`src/rtl/screen_ctrl.sv`:
```
// Game-flow screen sequencer: START -> GAME -> PLAYER_1/PLAYER_2 -> START, with changes committed on vblnk rise.
// Optional win-screen auto-return is compiled in with SCREEN_AUTO_RETURN_EN.
module screen_ctrl #(
  parameter int unsigned WIN_POINTS      = 10,
  parameter int unsigned WIN_HOLD_FRAMES = 300
) (
  input  logic       clk,
  input  logic       rst,
  input  logic       start_btn,
  input  logic       vblnk,
  input  logic [4:0] points_p1,
  input  logic [4:0] points_p2,
  output logic [1:0] screen,
  output logic       game_rst,
  output logic       frame_tick
);

  localparam int unsigned PTS_W = 5;

  localparam logic [1:0] START    = 2'd0;
  localparam logic [1:0] GAME     = 2'd1;
  localparam logic [1:0] PLAYER_1 = 2'd2;
  localparam logic [1:0] PLAYER_2 = 2'd3;

  // Elaboration-time sanity check on the configuration
  if (WIN_POINTS > 31 || WIN_HOLD_FRAMES == 0) begin : g_bad_cfg
    $error("screen_ctrl: WIN_POINTS must fit 5 bits and WIN_HOLD_FRAMES must be nonzero");
  end

  logic       start_d;
  logic       vblnk_d;
  logic       start_edge;
  logic       frame_start;
  logic       pend_valid, pend_valid_nxt;
  logic [1:0] pending, pending_nxt;
  logic [1:0] screen_nxt;
  logic       game_rst_nxt;
  logic       win_mask, win_mask_nxt;
  logic       hold_done;

  assign start_edge  = start_btn & ~start_d;
  assign frame_start = vblnk & ~vblnk_d;

`ifdef SCREEN_AUTO_RETURN_EN
  localparam int unsigned CNT_W = $clog2(WIN_HOLD_FRAMES + 1);

  logic [CNT_W-1:0] frame_cnt, frame_cnt_nxt;

  assign hold_done = (frame_cnt == CNT_W'(WIN_HOLD_FRAMES));

  // Win-screen frame counter: cleared on entry, saturating
  always_comb begin
    frame_cnt_nxt = frame_cnt;
    if (pend_valid && frame_start && pending[1]) begin
      frame_cnt_nxt = '0;
    end else if (screen[1] && frame_start && !hold_done) begin
      frame_cnt_nxt = frame_cnt + CNT_W'(1);
    end
  end

  always_ff @(posedge clk) begin
    if (rst) frame_cnt <= '0;
    else     frame_cnt <= frame_cnt_nxt;
  end
`else
  assign hold_done = 1'b0;
`endif

  // Next-state: commit a pending request at a frame boundary, else latch new events
  always_comb begin
    screen_nxt     = screen;
    pend_valid_nxt = pend_valid;
    pending_nxt    = pending;
    game_rst_nxt   = 1'b0;
    win_mask_nxt   = win_mask;

    if (frame_start) win_mask_nxt = 1'b0;

    if (pend_valid) begin
      if (frame_start) begin
        screen_nxt     = pending;
        pend_valid_nxt = 1'b0;
        if (pending == GAME) begin
          game_rst_nxt = 1'b1;
          win_mask_nxt = 1'b1;
        end
      end
    end else begin
      case (screen)
        START: begin
          if (start_edge) begin
            pend_valid_nxt = 1'b1;
            pending_nxt    = GAME;
          end
        end
        GAME: begin
          if (!win_mask) begin
            if (points_p1 >= PTS_W'(WIN_POINTS)) begin
              pend_valid_nxt = 1'b1;
              pending_nxt    = PLAYER_1;
            end else if (points_p2 >= PTS_W'(WIN_POINTS)) begin
              pend_valid_nxt = 1'b1;
              pending_nxt    = PLAYER_2;
            end
          end
        end
        default: begin
          if (start_edge || hold_done) begin
            pend_valid_nxt = 1'b1;
            pending_nxt    = START;
          end
        end
      endcase
    end
  end

  always_ff @(posedge clk) begin
    if (rst) begin
      start_d    <= 1'b1;
      vblnk_d    <= 1'b0;
      frame_tick <= 1'b0;
      screen     <= START;
      game_rst   <= 1'b0;
      pend_valid <= 1'b0;
      pending    <= START;
      win_mask   <= 1'b0;
    end else begin
      start_d    <= start_btn;
      vblnk_d    <= vblnk;
      frame_tick <= frame_start;
      screen     <= screen_nxt;
      game_rst   <= game_rst_nxt;
      pend_valid <= pend_valid_nxt;
      pending    <= pending_nxt;
      win_mask   <= win_mask_nxt;
    end
  end

endmodule
```
`config.mk`:
```
export PLATFORM = sky130hd
export DESIGN_NAME = screen_ctrl
export DESIGN_NICKNAME = d
export VERILOG_FILES = /design/src/rtl/screen_ctrl.sv
export SDC_FILE = /design/constraint.sdc
export NUM_CORES = 1
export LEC_CHECK = 0
export ABC_AREA = 1
export CAP_MARGIN = 20
export CORE_AREA = 3 3 40 42
export CTS_CLUSTER_DIAMETER = 40
export DETAILED_ROUTE_END_ITERATION = 10
export DIE_AREA = 0 0 43 45
export PLACE_DENSITY = 0.65
export SLEW_MARGIN = 20
export SYNTH_ARGS = -nofsm -noshare
export SYNTH_HDL_FRONTEND = slang
export SYNTH_SLANG_ARGS = --single-unit
```
`constraint.sdc`:
```
create_clock -name clk -period 1 [get_ports clk]
set_clock_uncertainty 0.05 [all_clocks]
set_input_delay 0.2 -clock clk [delete_from_list [all_inputs] [get_ports clk]]
set_output_delay 0.2 -clock clk [all_outputs]
set_load 0.01 [all_outputs]
```
==> results of run 1 <==
[critical path: cells and delay by family, from the launching register on]
family          cells  cell delay, ps
buf+inv             1             110
simple gates        5             280
flops               1             320
compound gates      1             120
[final cells by class]
cell class              instances  share of cell area, %
inverters                      12                   6.70
multi-input cells              34                   32.0
repair buffers                 20                   25.0
well taps                      15                   2.79
flip-flops and latches         10                   30.2
clock buffers                   3                   3.35
[worst min path at each step]
stage | start | end | slack [ps]
after global routing | vblnk | vblnk_d | 360
after floorplan | rst | vblnk_d | 220
after global placement | pending[1] | game_rst | 380
after detailed placement | pending[1] | game_rst | 370
final | vblnk | vblnk_d | 330
after CTS | vblnk | vblnk_d | 330
[flip-flops by register name, summed over array words and instances, names as in the netlist, named ones only]
signal,count
frame_tick,1
game_rst,1
pend_valid,1
pending,2
screen,2
start_d,1
vblnk_d,1
[layout by cell type (no fill, tap or decap)]
master and n:
nor2_1 8, dfxtp_1 8, dlygate4sd2_1 8, inv_1 7, inv_2 5, nand2_1 5, buf_4 4, nor2_2 3
nand3_2 3, clkbuf_4 3, clkdlybuf4s50_1 3, buf_2 3, nor2_4 2, o21ai_0 2, nand2_4 2, a21oi_2 2
buf_6 2, dfxtp_2 2, a31o_1 1, nand2_2 1, o21ai_1 1, a21oi_1 1, or2_2 1, o21bai_1 1
nand4_1 1
[power groups by stage]
stage / Combinational (mW) / Clock (mW) / Sequential (mW)
after global routing: 0.136 / 0.294 / 0.424
after global placement: 0.124 / 0 / 0.430
final: 0.121 / 0.273 / 0.423
after floorplan: 0.0493 / 0 / 0.431
after CTS: 0.115 / 0.283 / 0.423
after detailed placement: 0.125 / 0 / 0.431
[logic make-up after synthesis]
group                  count (synthesis)  synth area share [%]
AO/OA/AOI/OAI                          8                  11.0
AND/OR/NAND/NOR                       26                  30.7
buffers and inverters                 12                  10.7
flip-flops                            10                  47.6
[per-layer routing]
metal / vias to the layer above / routed length [microns] / GRT usage, %
met1: 164 / 439 / 14.0
li1: 220 / - / -
met2: 12 / 380 / 16.5
met4: 0 / 27 / 7.23
met3: 2 / 58 / 2.79
met5: - / 0 / 0
[through the flow]
step	hold slack [ps]	instance area, sq um	utilization (%)	instances
6_report	335	672	52.3	94
5_1_grt	363	672	52.3	94
4_1_cts	329	644	50.1	94
3_5_place_dp	373	627	48.8	91
3_3_place_gp	380	627	48.8	91
2_1_floorplan	222	420	-	56
[repair_timing]
action,CTS,global route
gates cloned,0,0
pin swaps,16,7
endpoints found under the hold margin,0,0
resized for setup,34,7
setup endpoints to repair,10,5
==> metrics.txt, run 1 <==
Critical Path Start Type flop; fill count 132; commonest register cell after synthesis dfxtp_1; final net count 95; standard-cell row count 13; largest area contributor in the netlist dfxtp_1; slowest CP cell dfxtp_2; leakage power 0.319 nW; hpwl dp 711 microns; Clk pwr share 33.4%; Chip Height 45 microns; worst-margin pin slew 154 ps; Max-cap violations 0; total grt overflow 0; Vias/cell 4.23; crit end category flop; Pwr Density 1220 nW/um^2; FMAX 1010 MHz; Post-CTS Setup Repair Bufs 0; Hold Crit Class in2reg; reg2reg end pending[0]; Combinational Power Share 14.8%; Die Footprint 1940 sq um; R2R setup slack 7 ps; clock slew at the register clock pins of the worst setup and hold paths 60 ps; period utilisation layout 99.3%; most common cell in the netlist dfxtp_1; register area share after synthesis 47.6%; Critical Path Most Common Cell nand2_4; Synth Area per Inst 7.51 sq um; asr flop ratio synth 0%; Clock Latency Late Sink 260 ps; critical path cell sequence buf_6 -> nand2_4 -> nor2_4 -> nand2_2 -> nand2_4 -> a21oi_2 -> nor2_1; final hold violations 0; worst flop-to-flop path startpoint screen[0]; Synth top area share 47.6%; switching power 0.199 mW; synthesis warning total 0; FF-to-FF path depth 7; vias in the first global route 379; slack of the critical path 7.13 ps; Power Internal 0.619 mW; Max IR drop VDD 866 uV; crit-path max FO 4; I/O pins 18; diode count 0; FF+latch count, synth 10; Slew HR 89.6%; total nets after synthesis 70; RSZ-0062 raised after global routing yes; hold depth 4; post-route minimum period 993 ps; clk root buf clkbuf_4; Port Buf Inserts 15; total number of vias 398; CP required 1110 ps; CTS max path bufs 2; multi-input logic area 215 sq um; cells after synthesis 56; first-pass GRT wire length 1.57 mm; Clock Sinks 10; WL/cell 9.63 microns; top post-synthesis cells by area dfxtp_1 (48%), inv_1 (8.0%), nor2_1 (8.0%); Initial Util 32.7%; cell area after synthesis 420 sq um; Distinct cells, synth 16; Core Area 1280 sq um; Crit. Startpoint screen[0]; Post-CTS Hold Fix Bufs 0; initial antenna violation count 0; crit-path max cell delay 320 ps; routability cong. 0.764; # setup viols final 0; DP Worst Slack -396 ps; CTS buffer count 3; Area growth syn-to-layout 59.8%; maximum number of pins on one net before global-route repair 7; Tot GR Track Use 11.0%; DRT Pass-1 Iters 2; H-tree Lvls 1; Net Sw Frac 24.3%; fin. max-slew vios 0; total negative setup slack 0 ps; # DRC 0; most instantiated cells after synthesis dfxtp_1 (10), inv_1 (9), nor2_1 (9), nand2_1 (7); Register Area 203 sq um; sequential power share 51.7%; DR iter-0 viols 4; Tot Pwr 0.818 mW; die width 43 microns; share of cells above drive strength 1 41.8%; CTS tree yes; Critical Path Sink pending[0]; post-route ant nets 0; arrival time worst endpoint 1100 ps; status completed; Crit Path Class reg2reg; EDFF count, synth 0; DRT Wirelength 905 microns
Note: power is estimated with default switching activity, not from simulation.
==> run 2, diff against run 1 <==
==> constraint.sdc (replaced) <==
create_clock -name clk -period 1 [get_ports clk]
set_clock_uncertainty 0.05 [all_clocks]
set_input_delay 0.3 -clock clk [delete_from_list [all_inputs] [get_ports clk]]
set_output_delay 0.3 -clock clk [all_outputs]
set_load 0.01 [all_outputs]
==> run 2 against run 1 <==
Net effect: sequential power hardly changed; fmax fell by 9.2%; sequential share of layout area is 0.75 points lower; critical path depth grew 2; worst setup slack got worse by 100 ps; global-route usage grew 2.2 points; the run now ends with negative setup slack left; largest power group unchanged; critical path type unchanged.
==> metrics.txt, run 2 (synthesized netlist as in run 1, its figures left out) <==
Die Footprint 1940 sq um; # DRC 0; most common cell after layout, fill and taps aside nor2_1; Slew HR 86.8%; Core Area 1280 sq um; CP required 1110 ps; standard-cell row count 13; CTS max path bufs 2; slack of the critical path -93.3 ps; die width 43 microns; vias in the first global route 460; crit-path max cell delay 320 ps; slowest CP cell dfxtp_2; DRT Wirelength 1.02 mm; total grt overflow 0; final net count 96; Tot GR Track Use 13.1%; arrival time worst endpoint 1200 ps; total number of vias 434; Top Registers pending (2), screen (2); Tot Pwr 0.909 mW; routability cong. 0.765; Max IR drop VDD 692 uV; final hold violations 0; Crit Path Class reg2reg; share of cells above drive strength 1 42.0%; CTS tree yes; most frequent cells in the layout nor2_1 (8), inv_1 (7), dfxtp_1 (7), nand2_1 (6), dlygate4sd2_1 (6); initial antenna violation count 0; Area growth syn-to-layout 64.9%; fill count 137; Max-cap violations 0; DR iter-0 viols 10; Chip Height 45 microns; clock slew at the register clock pins of the worst setup and hold paths 70 ps; Hold Crit Class in2reg; Vias/cell 4.52; maximum number of pins on one net before global-route repair 7; H-tree Lvls 1; Post-CTS Hold Fix Bufs 0; crit end category flop; clk root buf clkbuf_4; WL met2 517 microns; Clock Sinks 10; Top Metal Used met4; Initial Util 32.7%; crit-path max FO 4; diode count 0; CTS buffer count 3; fin. max-slew vios 0; met3 WL post-DR 77 microns; Pwr Density 1310 nW/um^2; hpwl dp 740 microns; Port Buf Inserts 15; DRT Pass-1 Iters 4; DP Worst Slack -513 ps; WHS 327 ps; period utilisation layout 109%; FMAX 915 MHz; critical path cell sequence buf_6 -> inv_4 -> nand2_4 -> nor2_2 -> nand2_1 -> nand2_2 -> nand3_2 -> nand2_1 -> nor2_1; post-route minimum period 1090 ps; post-route ant nets 0; M1 wire length 410 microns; WL/cell 10.7 microns; first-pass GRT wire length 1.88 mm; I/O pins 18; failing checks negative setup slack; Critical Path Start Type flop; Clock Latency Late Sink 270 ps; worst-margin pin slew 196 ps; status finished with violations; leakage power 0.330 nW; Critical Path Most Common Cell nand2_1; RSZ-0062 raised after global routing yes; # setup viols final 7
## run 2: final timing paths
path	from	to	slack, ps	cells after the start
setup / recovery	screen[1]	pending[0]	-90	9
hold / removal	vblnk	vblnk_d	330	3
setup reg to reg	screen[1]	pending[0]	-90	9
hold reg to reg	pending[1]	game_rst	420	1
## run 2: timing repair
action | CTS | global route
gates resized for setup | 40 | 6
setup endpoints to repair | 12 | 10
cloned | 0 | 0
pin swaps | 14 | 6
buffers inserted | 1 | 0
## run 2: metal layers
| metal | up-vias | GRT usage (%) |
|---|---|---|
| met4 | 0 | 10.8 |
| met5 | - | 0 |
| met2 | 14 | 22.2 |
| met3 | 2 | 3.59 |
| met1 | 197 | 13.7 |
| li1 | 221 | - |
## run 2: cell type report
class,instances,area (sq um),share of cell area [%]
Tap cell,15,18.8,2.71
Clock buffer,4,36.3,5.23
Multi-Input combinational cell,34,203,29.2
Inverter,12,47.5,6.86
Sequential cell,10,204,29.4
Timing Repair Buffer,21,184,26.5
## run 2: through the flow
stage | cell area (sq um) | util (%) | cells | TNS (ps)
after floorplan | 420 | - | 56 | 0
after global placement | 627 | 48.8 | 91 | -4360
after detailed placement | 627 | 48.8 | 91 | -4460
after CTS | 669 | 52.1 | 96 | -512
after global routing | 693 | 53.9 | 96 | -904
final | 693 | 53.9 | 96 | -428
## run 2: where the power goes
group,switching [mW],leakage [nW],internal (mW)
combinational,0.0572,0.226,0.0652
sequential,0.00907,0.0833,0.414
clock,0.143,0.0210,0.221
total,0.209,0.330,0.700
## run 2: critical path: cells and delay by family, from the launching register on
family        cells  cell delay (ps)
simple gates      7              460
buf+inv           2              160
flops             1              320
==> run 3, diff against run 2 <==
--- a/config.mk
+++ b/config.mk
@@ -7,12 +7,11 @@
 export LEC_CHECK = 0
 export ABC_AREA = 1
 export CAP_MARGIN = 20
-export CORE_AREA = 3 3 40 42
+export CORE_AREA = 2 2 39 41
 export CTS_CLUSTER_DIAMETER = 40
 export DETAILED_ROUTE_END_ITERATION = 10
-export DIE_AREA = 0 0 43 45
+export DIE_AREA = 0 0 41 43
 export PLACE_DENSITY = 0.65
-export SLEW_MARGIN = 20
 export SYNTH_ARGS = -nofsm -noshare
 export SYNTH_HDL_FRONTEND = slang
 export SYNTH_SLANG_ARGS = --single-unit
==> run 3 against run 2 <==
Net effect: the flow still finishes with violations (negative setup slack); total power increased by 2.0%; sequential share of layout area decreased by 1.1 points; critical path depth unchanged; die area decreased by 8.9%; sequential cell count unchanged; critical path type unchanged.
==> metrics.txt, run 3 (synthesized netlist as in run 1, its figures left out) <==
status finished with violations; failing checks negative setup slack; Crit Path Class reg2reg; Combinational Power Share 14.5%; fin. max-slew vios 0; most common cell after layout, fill and taps aside buf_4; most frequent cells in the layout buf_4 (9), nor2_1 (8), dfxtp_1 (8), inv_1 (7), nand2_1 (6); Net Sw Frac 23.6%; period utilisation layout 114%; WHS 325 ps; H-tree Lvls 1; post-route ant nets 0; sequential power share 45.5%; Crit. Startpoint screen[1]; Hold Crit Class in2reg; Power Internal 0.709 mW; CTS tree yes; share of cells above drive strength 1 46.5%; worst flop-to-flop path startpoint screen[1]; fill count 141; maximum number of pins on one net before global-route repair 7; total negative setup slack -545 ps; diode count 0; routability cong. 0.736; clock slew at the register clock pins of the worst setup and hold paths 70 ps; Chip Height 43 microns; crit end category flop; Core Area 1380 sq um; Max IR drop VDD 550 uV; FMAX 877 MHz; M1 wire length 389 microns; Post-CTS Hold Fix Bufs 0; hold path startpoint vblnk; Final Cell Area 714 sq um; Top Metal Used met4; WL/cell 9.85 microns; Clock Latency Late Sink 270 ps; CTS buffer count 3; Critical Path Start Type flop; DP Worst Slack -508 ps; Area growth syn-to-layout 69.9%; Max-cap violations 0; final net count 101; Pwr Density 1300 nW/um^2; crit-path max FO 4; Vias/cell 4.43; Top Registers pending (2), screen (2); Initial Util 30.4%; Final Util 51.6%; # setup viols final 7; Port Buf Inserts 15; die width 41 microns; arrival time worst endpoint 1260 ps; RSZ-0062 raised after global routing yes; DR iter-0 viols 3; R2R setup slack -140 ps; post-route minimum period 1140 ps; first-pass GRT wire length 1.78 mm; Tot GR Track Use 15.2%; total grt overflow 0; Clock Sinks 10; Die Footprint 1760 sq um; initial antenna violation count 0; vias in the first global route 446; DRT Wirelength 1.01 mm; placed cell areas 628 sq um; # DRC 0; standard-cell row count 14; slack of the critical path -140 ps; clk root buf clkbuf_4; CP required 1120 ps; final hold violations 0; I/O pins 18; CTS max path bufs 2; total number of vias 452; met3 WL post-DR 57 microns; leakage power 0.353 nW; hpwl dp 660 microns; worst-margin pin slew 273 ps; switching power 0.219 mW; WL met2 549 microns; Clk pwr share 40.1%; DRT Pass-1 Iters 2; Slew HR 81.6%
[run 3: cell types whose count changed in the layout (fill, tap and decap cells not counted), sizes merged]
cell / delta
dlygate4sd2: -1
buf: +7
clkdlybuf4s15: -1
[run 3: metal layers]
layer / vias to the layer above / global-route usage (%)
li1: 233 / -
met1: 209 / 15.9
met2: 8 / 24.4
met3: 2 / 7.85
met4: 0 / 6.00
met5: - / 0
[run 3: power groups by stage]
stage                     combinational (mW)  clock (mW)  sequential, mW
after floorplan                       0.0493           0           0.431
after global routing                   0.150       0.399           0.424
after global placement                 0.121           0           0.430
final                                  0.134       0.371           0.422
after detailed placement               0.123           0           0.430
after CTS                              0.129       0.375           0.422
[run 3: worst max-delay path: stages (launching register included)]
cell and delay [ps]:
dfxtp_2 320, buf_6 110, inv_4 50, nand2_4 50, nor2_1 100, nand2_1 80
nand2_2 110, nand3_2 70, nand2_1 60, nor2_1 30
[run 3: final cells by class]
type                       instances  area (sq um)  area share [%]
clock buffer                       4          36.3            5.08
inverter                          12          47.5            6.65
multi-input combinational         34           198            27.7
sequential                        10           203            28.4
tap                               16          20.0            2.80
timing repair buffer              26           210            29.4
[run 3: repair_timing]
action	4_1_cts	5_1_grt
endpoints found under the hold margin	0	0
setup endpoints to repair	12	9
buffers inserted	5	1
pin swaps	12	3
gates resized for setup	46	1
[run 3: path summary, 6_finish.rpt]
check,cells past startpoint,endpoint
setup / recovery,9,pending[0]
hold reg to reg,1,game_rst
hold / removal,3,vblnk_d
setup reg to reg,9,pending[0]
[run 3: through the flow]
step	total power, mW	instances
detailed placement	0.553	92
floorplan	0.481	56
global route	0.973	102
CTS	0.926	101
finish	0.927	102
global placement	0.550	92
